## config.mk

```make
export PLATFORM = sky130hd
export DESIGN_NAME = ctrl_stage
export DESIGN_NICKNAME = d
export VERILOG_FILES = /design/src/rtl/ctrl_stage.sv
export SDC_FILE = /design/constraint.sdc
export NUM_CORES = 1
export LEC_CHECK = 0
export BUFFER_PORTS_ARGS = -buffer_cell sky130_fd_sc_hd__buf_2
export CAP_MARGIN = 20
export CORE_MARGIN = 10
export CORE_UTILIZATION = 40
export DETAILED_ROUTE_END_ITERATION = 10
export HOLD_SLACK_MARGIN = 0.08
export PLACE_DENSITY_LB_ADDON = 0.08
export SYNTH_ARGS = -nofsm -noshare
export SYNTH_HDL_FRONTEND = slang
export SYNTH_SLANG_ARGS = --single-unit
export TNS_END_PERCENT = 30
```

## constraint.sdc

```tcl
create_clock -name Clk -period 2.05 [get_ports Clk]
set_clock_uncertainty 0.05 [all_clocks]
set_input_delay 0.41 -clock Clk [delete_from_list [all_inputs] [get_ports Clk]]
set_output_delay 0.41 -clock Clk [all_outputs]
set_load 0.05 [all_outputs]
```

## src/rtl/ctrl_stage.sv

```systemverilog
// Registered decode stage for the 9-bit ISA with valid/ready handshake,
// memory-op latency hold-off, synchronous flush and illegal-opcode flagging.
module ctrl_stage #(
  parameter int         MEM_LAT = 2,
  parameter logic [2:0] DEF_REG = 3'b001
) (
  input  logic       Clk,
  input  logic       Reset_n,
  input  logic       in_valid,
  output logic       in_ready,
  input  logic [8:0] Instruction,
  input  logic       flush,
  output logic       out_valid,
  input  logic       out_ready,
  output logic       Jump,
  output logic       BranchEn,
  output logic [2:0] RegReadAddr,
  output logic [2:0] RegWriteAddr,
  output logic [4:0] Imm,
  output logic [4:0] OP,
  output logic       MemBusy,
  output logic       Illegal,
  output logic       IllegalSeen
);

  localparam int CW       = $clog2(MEM_LAT + 1);
  localparam bit MEM_HOLD = (MEM_LAT > 1);

  typedef enum logic [1:0] {EMPTY, FULL, MEMWAIT} state_t;

  state_t          state_reg, state_next;
  logic [CW-1:0]   cnt_reg, cnt_next;
  logic            jump_reg, branch_reg, illegal_reg, illegal_seen_reg;
  logic [2:0]      rra_reg, rwa_reg;
  logic [4:0]      imm_reg, op_reg;

  logic            d_jump, d_branch, d_illegal, d_mem;
  logic [2:0]      d_rra, d_rwa;
  logic [4:0]      d_imm, d_op;
  logic            accept;

  always_comb begin
    d_op      = '0;
    d_imm     = '0;
    d_rra     = DEF_REG;
    d_rwa     = DEF_REG;
    d_jump    = 1'b0;
    d_branch  = 1'b0;
    d_illegal = 1'b0;
    d_mem     = 1'b0;
    unique case (Instruction[1:0])
      2'b00: begin
        d_rra = Instruction[8:6];
        if (Instruction[5:2] <= 4'd8) begin
          d_op = {1'b0, Instruction[5:2]};
        end else begin
          d_op      = 5'd31;
          d_illegal = 1'b1;
        end
        if (Instruction[5:2] == 4'd1) d_rwa = Instruction[8:6];
        d_mem = (Instruction[5:2] == 4'd7) || (Instruction[5:2] == 4'd8);
      end
      2'b01: begin
        d_branch = 1'b1;
        d_rra    = Instruction[6:4];
        d_imm    = {2'b00, Instruction[8:6]};
        d_op     = {3'b100, Instruction[3:2]};
      end
      2'b10: begin
        d_imm  = Instruction[8:4];
        d_op   = {3'b101, Instruction[3:2]};
        d_jump = &Instruction[3:2];
      end
      default: begin
        d_rra = Instruction[5:3];
        d_rwa = Instruction[5:3];
        d_imm = {2'b00, Instruction[8:6]};
        d_op  = {4'b1100, Instruction[2]};
      end
    endcase
  end

  assign in_ready = ~flush & ((state_reg == EMPTY) | ((state_reg == FULL) & out_ready));
  assign accept   = in_valid & in_ready;

  always_comb begin
    state_next = state_reg;
    cnt_next   = cnt_reg;
    if (flush) begin
      state_next = EMPTY;
      cnt_next   = '0;
    end else begin
      unique case (state_reg)
        EMPTY, FULL: begin
          if (accept) begin
            // Memory ops park in MEMWAIT unless the latency is a single cycle.
            if (d_mem && MEM_HOLD) begin
              state_next = MEMWAIT;
              cnt_next   = CW'(MEM_LAT - 1);
            end else begin
              state_next = FULL;
              cnt_next   = '0;
            end
          end else if (state_reg == FULL && out_ready) begin
            state_next = EMPTY;
          end
        end
        default: begin
          if (cnt_reg <= CW'(1)) begin
            state_next = FULL;
            cnt_next   = '0;
          end else begin
            cnt_next = cnt_reg - 1'b1;
          end
        end
      endcase
    end
  end

  always_ff @(posedge Clk or negedge Reset_n) begin
    if (!Reset_n) begin
      state_reg        <= EMPTY;
      cnt_reg          <= '0;
      jump_reg         <= 1'b0;
      branch_reg       <= 1'b0;
      illegal_reg      <= 1'b0;
      illegal_seen_reg <= 1'b0;
      rra_reg          <= DEF_REG;
      rwa_reg          <= DEF_REG;
      imm_reg          <= '0;
      op_reg           <= '0;
    end else begin
      state_reg <= state_next;
      cnt_reg   <= cnt_next;
      if (accept) begin
        jump_reg    <= d_jump;
        branch_reg  <= d_branch;
        illegal_reg <= d_illegal;
        rra_reg     <= d_rra;
        rwa_reg     <= d_rwa;
        imm_reg     <= d_imm;
        op_reg      <= d_op;
        if (d_illegal) illegal_seen_reg <= 1'b1;
      end
    end
  end

  assign out_valid    = (state_reg == FULL);
  assign MemBusy      = (state_reg == MEMWAIT);
  assign Jump         = jump_reg & out_valid;
  assign BranchEn     = branch_reg & out_valid;
  assign Illegal      = illegal_reg & out_valid;
  assign IllegalSeen  = illegal_seen_reg;
  assign RegReadAddr  = rra_reg;
  assign RegWriteAddr = rwa_reg;
  assign Imm          = imm_reg;
  assign OP           = op_reg;

endmodule
```

# Yosys cells after proc, flatten, opt, wreduce, memory -nomap -nowiden

Cells that the tools add are included.

Word-level logic and storage cells: 62
Bits in registers: 24
Input bits: 14

Eq/ne operators: 9
Reduce and logical (&&, ||, !) cells: 10
Order comparisons: 2
Mux-type cells: 22
$add $sub $neg: 1
Bitwise gates (word level): 8

Operators with widths:

| operator            | count |
|---|---|
| $mux 2              | 10 |
| $pmux 5 s3          | 1 |
| $pmux 5 s2          | 1 |
| $pmux 3 s3          | 1 |
| $and 1x1->1         | 6 |
| $mux 1              | 6 |
| $pmux 3 s2          | 1 |
| $reduce_and 2->1    | 3 |
| $mux 5              | 1 |
| $eq 2x1->1 const B  | 2 |
| $eq 2x2->1 const B  | 2 |
| $eq 4x1->1 const B  | 1 |
| $eq 4x3->1 const B  | 1 |
| $eq 4x4->1 const B  | 1 |
| $le 4x4->1 const B  | 1 |
| $logic_not 2->1     | 2 |
| $ne 4x4->1 const B  | 1 |
| $reduce_or 2->1     | 2 |
| $mux 3              | 1 |
| $ne 3x3->1 const B  | 1 |
| $reduce_bool 3->1   | 1 |
| $le 2x1->1 const B  | 1 |
| $sub 2x1->2 const B | 1 |
| $logic_and 1x1->1   | 1 |
| 3 further kinds     | 3 |

# Depth between registers and ports, before layout

Gate-level depths: netlist of run 1.

Depth in word-level cells: 8
Mapped depth: 7

# Worst setup path after synthesis of run 1

No wires, ideal clock.

Path kind: register -> output
Start point: reg state_reg[1]
End point: out BranchEn
Data arrival time: 1798 ps
Path slack: -208 ps
Buffers on the path: 1
Required time: 1590 ps
Cell stages (with the launch flop): 4
Cells stage by stage: dfrtp_1 clkbuf_2 nor2b_1 and2_1

Word-level cells in the longest chain between the ends: 2

RTL lines:

| element                | RTL line | RTL |
|---|---|---|
| start, declared        | 31       | `state_t state_reg, state_next;` |
| start signal, assigned | 133      | `state_reg <= state_next;` |
| $eq 2x1->1             | 148      | `assign out_valid = (state_reg == FULL);` |
| named net out_valid    | 13       | `output logic out_valid,` |
| $and 1x1->1            | 151      | `assign BranchEn = branch_reg & out_valid;` |
| end, declared          | 16       | `output logic BranchEn,` |

The timed path passes the listed nets, and every way through them passes these cells.

# Worst setup path in the final report of run 1

Start point: reg state_reg[1]
End point: out in_ready

Word-level cells in the longest chain between the ends: 4
Elaborated cells on any way between the ends: 5

RTL lines:

| element       | RTL line | RTL |
|---|---|---|
| $eq 2x1->1    | 83       | `assign in_ready = ~flush & ((state_reg == EMPTY) \| ((state_reg == FULL) & out_ready));` |
| $and 1x1->1   | 83       |  |
| $or 1x1->1 *  | 83       |  |
| $and 1x1->1 * | 83       |  |
| end, declared | 10       | `output logic in_ready,` |

Every way passes the cells marked *; elsewhere a longest branch is shown, timed or not.

==> flow_metrics.tcl, run 1 <==
set metrics [dict create \
    status "finished clean" \
    cp-end-kind "output pin" \
    p_clk_share_pct 16.6 \
    p_sw_share_pct 40.95 \
    multi_input_area_um2 623.1 \
    sequentialPowerShare_pct 46.5 \
    rows 20 \
    clk_latency_ns 0.30 \
    syn_area_um2 1284 \
    die_h_um 76.65 \
    hold_path_class "input port to flop" \
    power.leakage_nw 0.7529 \
    power.internal_w 0.0007210 \
    top_usage_layer "met2" \
    avgSynthCellArea_um2 8.977 \
    p_sw_w 0.0005000 \
    die_x_um 76.65 \
    fin_setup_tns_ns 0 \
    final_common_cell "buf_2" \
    critical_path_class "flop to output pin" \
    p_per_area_nw_per_um2 791.5 \
    drc 0 \
    grtUsageMet3_pct 4.196 \
    critPathMaxStageDelay_ns 0.48 \
    synth_seq_cells 24 \
    ir_drop_mv 0.3936 \
    cpMaxStageDelayCell "dfrtp_1" \
    synth-edff-count 0 \
    antenna_cells 0 \
    drtAntennaViolNets 0 \
    grt_max_degree 25 \
    start_kind "flop" \
    wire_per_inst_um 14.84 \
    fmax_mhz 548.6 \
    clk_pin_slew_ns 0.12 \
    worstPathCellList "nor2_1 > and2_1 > buf_2" \
    grt_util_met1_pct 13.80 \
    cp_max_fo 9 \
    htreeDepth 1 \
    final-hold-violation-count 0 \
    yosys_warnings 0 \
    finalSetupViolCount 0 \
    synth.yosys.seq_area_share_pct 46.98 \
    cts.repair.resized 0 \
    total_power_w 0.001221 \
    cts_root_buf "clkbuf_4" \
    gp_congestion 0.8415 \
    drtPass1Iterations 4 \
    final_cell_mix "buf_2, nand2_1, dfrtp_1, nor2_1, o21ai_0" \
    max-cap-violations 0 \
    cts_tree "built" \
    vias 1150 \
    ctsHoldBuffers 1 \
    dpl.hpwl_um 2557 \
    viasPerCell 5.180 \
    maxSlewViolCount 0 \
    cts_buffers 3 \
    finalCritPeriodShare_pct 88.92 \
    grt_pass1_vias 1214 \
    antenna_found_initial 0 \
    path_delay_family "flip-flops" \
    crit_buf_inv 1 \
    port_buffers 36 \
    syn-instance-count 143 \
    cts.sinks 24 \
    drtIter0Drc 58 \
    regArea_um2 603.1 \
    cts_setup_buffers 0 \
    rsz0062_at_grt "no" \
    critical_path_arrival_ns 1.36 \
    worst_pin_slew_ns 0.5559 \
    grt_overflow_total 0 \
    use_met2_pct 18.79 \
    period_needed_ns 1.823 \
    cp_data_required_time_ns 1.59 \
    fill_cells 317 \
    pwr-share-comb_pct 36.9 \
    slew_headroom_pct 62.94 \
    final_core_util_pct 50.53 \
    ys_types 37 \
    dieArea_um2 5875 \
    grt_use_total_pct 11.67 \
    core_um2 3053 \
    synthArstFlopShare_pct 100.0 \
    drive_above_1_share_pct 28.09 \
    synthFlopType "dfrtp_1" \
    initial_core_util_pct 42.05 \
    syn_nets 161 \
    nNetsFinal 198 \
    io_pins 37 \
    cts_max_path_buffers 2 \
    wl_um 3294 \
    grt_pass1_wl_um 5692 \
    area_growth_pct 20.18 \
]
-- layer usage --
metal,vias up,share of wire (%)
met3,4,6.5
met5,-,0
met1,546,45
met2,29,47
met4,0,1.3
li1,571,-
-- cell usage after synthesis, types with 2 or more instances --
| library cell | instances | area [µm²] |
|---|---|---|
| a211oi_1 | 2 | 15.01 |
| inv_1 | 3 | 11.26 |
| a221oi_1 | 4 | 35.03 |
| or3_1 | 2 | 12.51 |
| a31oi_1 | 4 | 25.02 |
| nor2b_1 | 3 | 18.77 |
| nand3_1 | 5 | 25.02 |
| clkbuf_2 | 2 | 10.01 |
| dfrtp_1 | 22 | 550.5 |
| and2_1 | 4 | 25.02 |
| nand2_1 | 26 | 97.59 |
| o21ai_0 | 8 | 40.04 |
| a21o_1 | 2 | 15.01 |
| nand3b_1 | 4 | 30.03 |
| a21oi_1 | 4 | 20.02 |
| nor3_1 | 2 | 10.01 |
| a22oi_1 | 2 | 15.01 |
| nor2_1 | 15 | 56.30 |
| o21a_1 | 2 | 15.01 |
| dfstp_2 | 2 | 52.55 |
| ha_1 | 4 | 50.05 |
| clkbuf_1 | 6 | 22.52 |
-- cells by family (layout without fill, tap and decap cells) --
| kind of cell | Yosys count | after routing | synth area share (%) |
|---|---|---|---|
| and+or+nand+nor | 67 | 67 | 25.83 |
| AOI/OAI and AO/OA | 34 | 34 | 17.84 |
| DFF | 24 | 24 | 46.98 |
| buffers and inverters | 13 | 48 | 4.678 |
| adders and majority gates | 4 | 4 | 3.899 |
| muxes | 1 | 1 | 0.7798 |
-- path summary, 6_finish.rpt --
kind | from | end | slack, ns | cells after the start
worst max register to register | state_reg[1] | OP[3] | 0.43 | 4
worst max-delay path | state_reg[1] | in_ready | 0.23 | 3
worst min register to register | Imm[3] | Imm[3] | 0.43 | 2
worst min-delay path | flush | cnt_reg[0] | 0.26 | 2
max in group asynchronous | Reset_n | RegReadAddr[0] | 1.01 | 2
min in group asynchronous | Reset_n | branch_reg | 0.56 | 2
-- cell type report --
class,instances,area share [%]
clock buffers,3,1.460
inverters,3,0.7299
repair buffers,42,14.76
multi-input cells,106,40.39
well taps,44,3.569
flip-flops and latches,24,39.09
-- power groups by stage --
stage | clock (W) | sequential (W) | combinational [W]
after floorplan | 0 | 0.000772 | 0.000133
after global placement | 0 | 0.000576 | 0.000452
after detailed placement | 0 | 0.000579 | 0.000455
after CTS | 0.000209 | 0.000569 | 0.000457
after global routing | 0.000233 | 0.000579 | 0.000485
final | 0.000202 | 0.000568 | 0.000450
-- worst register-to-register path, stage by stage (launching register included) --
cell,delay [ns]
dfrtp_1,0.48
nor2_1,0.18
nand3_1,0.36
buf_4,0.31
o21ai_0,0.17
-- metrics by stage --
stage	area, µm²	worst slack (ns)	hold slack, ns	cells
4_1_cts	1543	0.1964	0.2510	222
2_1_floorplan	1286	0.09613	0.06441	143
5_1_grt	1543	0.08585	0.2617	222
6_report	1543	0.2271	0.2634	222
3_3_place_gp	1510	0.2941	0.3688	218
3_5_place_dp	1510	0.2365	0.3808	218
Note: power is estimated with default switching activity, not from simulation.
==> inputs of run 2 (changes only) <==
Settings changed: RECOVER_POWER from default to 25.
==> flow_metrics.tcl, run 2 (synthesis gave the netlist of run 1 again) <==
set metrics [dict create \
    drtPass1Iterations 4 \
    cp-end-kind "output pin" \
    critical_path_class "flop to output pin" \
    drive_above_1_share_pct 27.53 \
    final_common_cell "buf_2" \
    final_core_util_pct 50.49 \
    drtIter0Drc 58 \
    status "finished clean" \
    viasPerCell 5.203 \
    fin_setup_tns_ns 0 \
    max-cap-violations 0 \
    fmax_mhz 548.7 \
    antenna_found_initial 0 \
    multi_input_area_um2 623.1 \
    ir_drop_mv 0.3936 \
    start_kind "flop" \
    power.leakage_nw 0.7501 \
    cp_max_fo 9 \
    maxSlewViolCount 0 \
    wl_um 3295 \
    worst_pin_slew_ns 1.338 \
    finalSetupViolCount 0 \
    initial_core_util_pct 42.05 \
    crit_buf_inv 1 \
    dieArea_um2 5875 \
    p_per_area_nw_per_um2 791.9 \
    worstPathCellList "nor2_1 > and2_1 > buf_2" \
    period_needed_ns 1.822 \
    die_x_um 76.65 \
    r2r_cells 4 \
    regArea_um2 603.1 \
    cts.repair.resized 0 \
    hold_path_class "input port to flop" \
    layout_setup_ws_ns 0.2276 \
    slew_headroom_pct 10.82 \
    die_h_um 76.65 \
    drc 0 \
    wire_per_inst_um 14.84 \
    vias 1155 \
    design_area_um2 1541 \
    dpl_cell_area_um2 1510 \
    clk_pin_slew_ns 0.12 \
    drtAntennaViolNets 0 \
    finalCritPeriodShare_pct 88.90 \
    port_buffers 36 \
    grt_pass1_vias 1214 \
    io_pins 37 \
    path_delay_family "flip-flops" \
    clk_latency_ns 0.30 \
    rsz0062_at_grt "no" \
    cts_tree "built" \
    htreeDepth 1 \
    grt_overflow_total 0 \
    rows 20 \
    cp_data_required_time_ns 1.59 \
    hold_depth 2 \
    grt_max_degree 25 \
    cts_buffers 3 \
    cpMaxStageDelayCell "dfrtp_1" \
    final-hold-violation-count 0 \
    fill_cells 317 \
    core_um2 3053 \
    critPathMaxStageDelay_ns 0.48 \
    dpl.hpwl_um 2557 \
    place_ws_ns 0.2365 \
    critical_path_arrival_ns 1.36 \
    nNetsFinal 198 \
    area_growth_pct 20.08 \
    cts_max_path_buffers 2 \
    grt_use_total_pct 11.67 \
    whs_ns 0.2644 \
    antenna_cells 0 \
    grt_pass1_wl_um 5692 \
    gp_congestion 0.8415 \
    cp.depth 3 \
    cts_root_buf "clkbuf_4" \
    cts.sinks 24 \
    final_cell_mix "buf_2, nand2_1, dfrtp_1, nor2_1, o21ai_0" \
]
==> run 2: what timing repair did <==
item / 4_1_cts / 5_1_grt
setup buffers: 0 / 0
hold endpoints to repair: 22 / 0
hold buffers: 1 / 0
==> run 2: stage by stage <==
stage / total power, W / cells
2_1_floorplan: 0.0009047 / 143
3_3_place_gp: 0.001028 / 218
3_5_place_dp: 0.001034 / 218
4_1_cts: 0.001235 / 222
5_1_grt: 0.001297 / 222
6_report: 0.001221 / 222
==> run 2: routing by layer <==
layer / routed length [µm] / track usage (%) / share of wire, %
met1: 1482 / 13.80 / 45
met3: 214 / 4.196 / 6.5
met2: 1555 / 18.79 / 47
met5: 0 / 0 / 0
met4: 43 / 4.647 / 1.3
==> run 2: final cells by class <==
class                   count  share of cell area (%)
inverters                   3                  0.7305
repair buffers             42                   14.69
well taps                  44                   3.571
clock buffers               3                   1.461
multi-input cells         106                   40.42
flip-flops and latches     24                   39.12
==> run 2: final timing paths <==
kind                            slack, ns         end         start
min in group asynchronous            0.87  branch_reg       Reset_n
worst min-delay path                 0.26  cnt_reg[0]         flush
worst max-delay path                 0.23    in_ready  state_reg[1]
worst min register to register       0.43      Imm[3]        Imm[3]
max in group asynchronous            0.31       OP[4]       Reset_n
worst max register to register       0.43       OP[3]  state_reg[1]
==> run 2: where the power goes <==
part	leakage, nW	total (W)	switching (W)	internal [W]
clock	0.0138	0.000202	0.000134	0.0000686
sequential	0.296	0.000568	0.0000301	0.000538
combinational	0.440	0.000450	0.000336	0.000114
==> inputs of run 3 (changes only) <==
Settings changed: CORE_MARGIN 10 to default.
==> flow_metrics.tcl, run 3 (synthesis gave the netlist of run 1 again) <==
set metrics [dict create \
    reg2reg_slack_ns 0.35 \
    dpl_cell_area_um2 1503 \
    fin_setup_tns_ns 0 \
    start_kind "flop" \
    cts_setup_buffers 0 \
    vias 1171 \
    cts_tree "built" \
    final_common_cell "buf_2" \
    wl_um 3077 \
    ir_drop_mv 0.4848 \
    fill_cells 300 \
    fmax_mhz 545.9 \
    worstPathCellList "nor2_1 > and2_1 > buf_2" \
    initial_core_util_pct 42.05 \
    dieArea_um2 3440 \
    cp-end-kind "output pin" \
    cts_root_buf "clkbuf_4" \
    finalCritPeriodShare_pct 89.35 \
    max-cap-violations 0 \
    antenna_cells 0 \
    nNetsFinal 197 \
    die_h_um 58.65 \
    dpl.hpwl_um 2195 \
    die_x_um 58.65 \
    clk_pin_slew_ns 0.14 \
    period_needed_ns 1.832 \
    worst_pin_slew_ns 0.5485 \
    hold_path_class "input port to flop" \
    core_um2 3053 \
    drtIter0Drc 41 \
    drive_above_1_share_pct 28.09 \
    grt_max_degree 25 \
    area_growth_pct 21.93 \
    finalSetupViolCount 0 \
    viasPerCell 5.275 \
    critPathMaxStageDelay_ns 0.49 \
    htreeDepth 1 \
    design_area_um2 1565 \
    status "finished clean" \
    critical_path_class "flop to output pin" \
    final-hold-violation-count 0 \
    drtPass1Iterations 4 \
    drc 0 \
    rsz0062_at_grt "no" \
    p_per_area_nw_per_um2 872.5 \
    crit_buf_inv 1 \
    wire_per_inst_um 13.86 \
    grt_pass1_vias 1048 \
    critical_path_arrival_ns 1.37 \
    cp_max_fo 9 \
    io_pins 37 \
    power.leakage_nw 0.7626 \
    path_delay_family "flip-flops" \
    maxSlewViolCount 0 \
    drtAntennaViolNets 0 \
    grt_pass1_wl_um 5071 \
    cts_buffers 3 \
    cts_max_path_buffers 2 \
    slew_headroom_pct 63.43 \
    cp_data_required_time_ns 1.59 \
    gp_congestion 0.8599 \
    cpMaxStageDelayCell "dfrtp_1" \
    final_cell_mix "buf_2, nand2_1, dfrtp_1, nor2_1, o21ai_0" \
    clk_latency_ns 0.32 \
    cts.sinks 24 \
    grt_use_total_pct 19.87 \
    grt_overflow_total 0 \
    rows 20 \
    antenna_found_initial 0 \
    port_buffers 36 \
]
-- run 3: cell count changes in the layout (fill, tap and decap cells not counted) --
cell	previous run	this run
buf_2	35	36
buf_4	5	4
bufinv_16	0	1
clkbuf_1	1	0
-- run 3: metrics by stage --
stage	hold WS [ns]	cells	power (W)	worst slack, ns	utilization (%)
3_3_place_gp	0.3655	217	0.001020	0.2864	49.22
6_report	0.2349	222	0.001366	0.2183	51.27
2_1_floorplan	0.06441	143	0.0009047	0.09613	-
4_1_cts	0.2343	222	0.001377	0.2037	51.27
3_5_place_dp	0.3788	217	0.001025	0.2492	49.22
5_1_grt	0.2308	222	0.001432	0.1223	51.27
-- run 3: layer usage --
layer | track usage [%] | part of all wire [%]
met1 | 28.25 | 48
met2 | 31.53 | 47
met3 | 2.857 | 4.9
met4 | 6.122 | 0.88
met5 | 0 | 0
-- run 3: power by group --
group / leakage [nW] / switching (W) / internal (W)
clock network: 0.0279 / 0.000152 / 0.000198
logic: 0.439 / 0.000335 / 0.000113
registers: 0.296 / 0.0000298 / 0.000538
-- run 3: timing repair --
action,in CTS,in global routing
endpoints found under the hold margin,22,0
endpoints found under the setup margin,0,0
gates resized for setup,0,0
hold buffers,1,0
-- run 3: worst paths after layout --
| path | start | end | depth (start not counted) |
|---|---|---|---|
| max | state_reg[1] | in_ready | 3 |
| min | flush | cnt_reg[0] | 2 |
| max reg2reg | state_reg[1] | Imm[1] | 4 |
| min reg2reg | Imm[3] | Imm[3] | 2 |
| max in group asynchronous | Reset_n | RegReadAddr[0] | 2 |
| min in group asynchronous | Reset_n | cnt_reg[1] | 2 |
-- run 3: area by class of cell --
class	instances	area [µm²]	area share (%)
clock buffer	3	22.52	1.439
clock inverter	1	30.03	1.918
sequential	24	603.1	38.53
inverter	3	11.26	0.7194
multi-input combinational	106	623.1	39.81
tap	44	55.05	3.517
timing repair buffer	41	220.2	14.07
-- run 3: worst reg2reg max path: cells and delay by family (launching register included) --
| family | cells | cell delay [ns] |
|---|---|---|
| AND/OR/NAND/NOR | 3 | 0.63 |
| AO/OA/AOI/OAI | 1 | 0.42 |
| flip-flops | 1 | 0.49 |
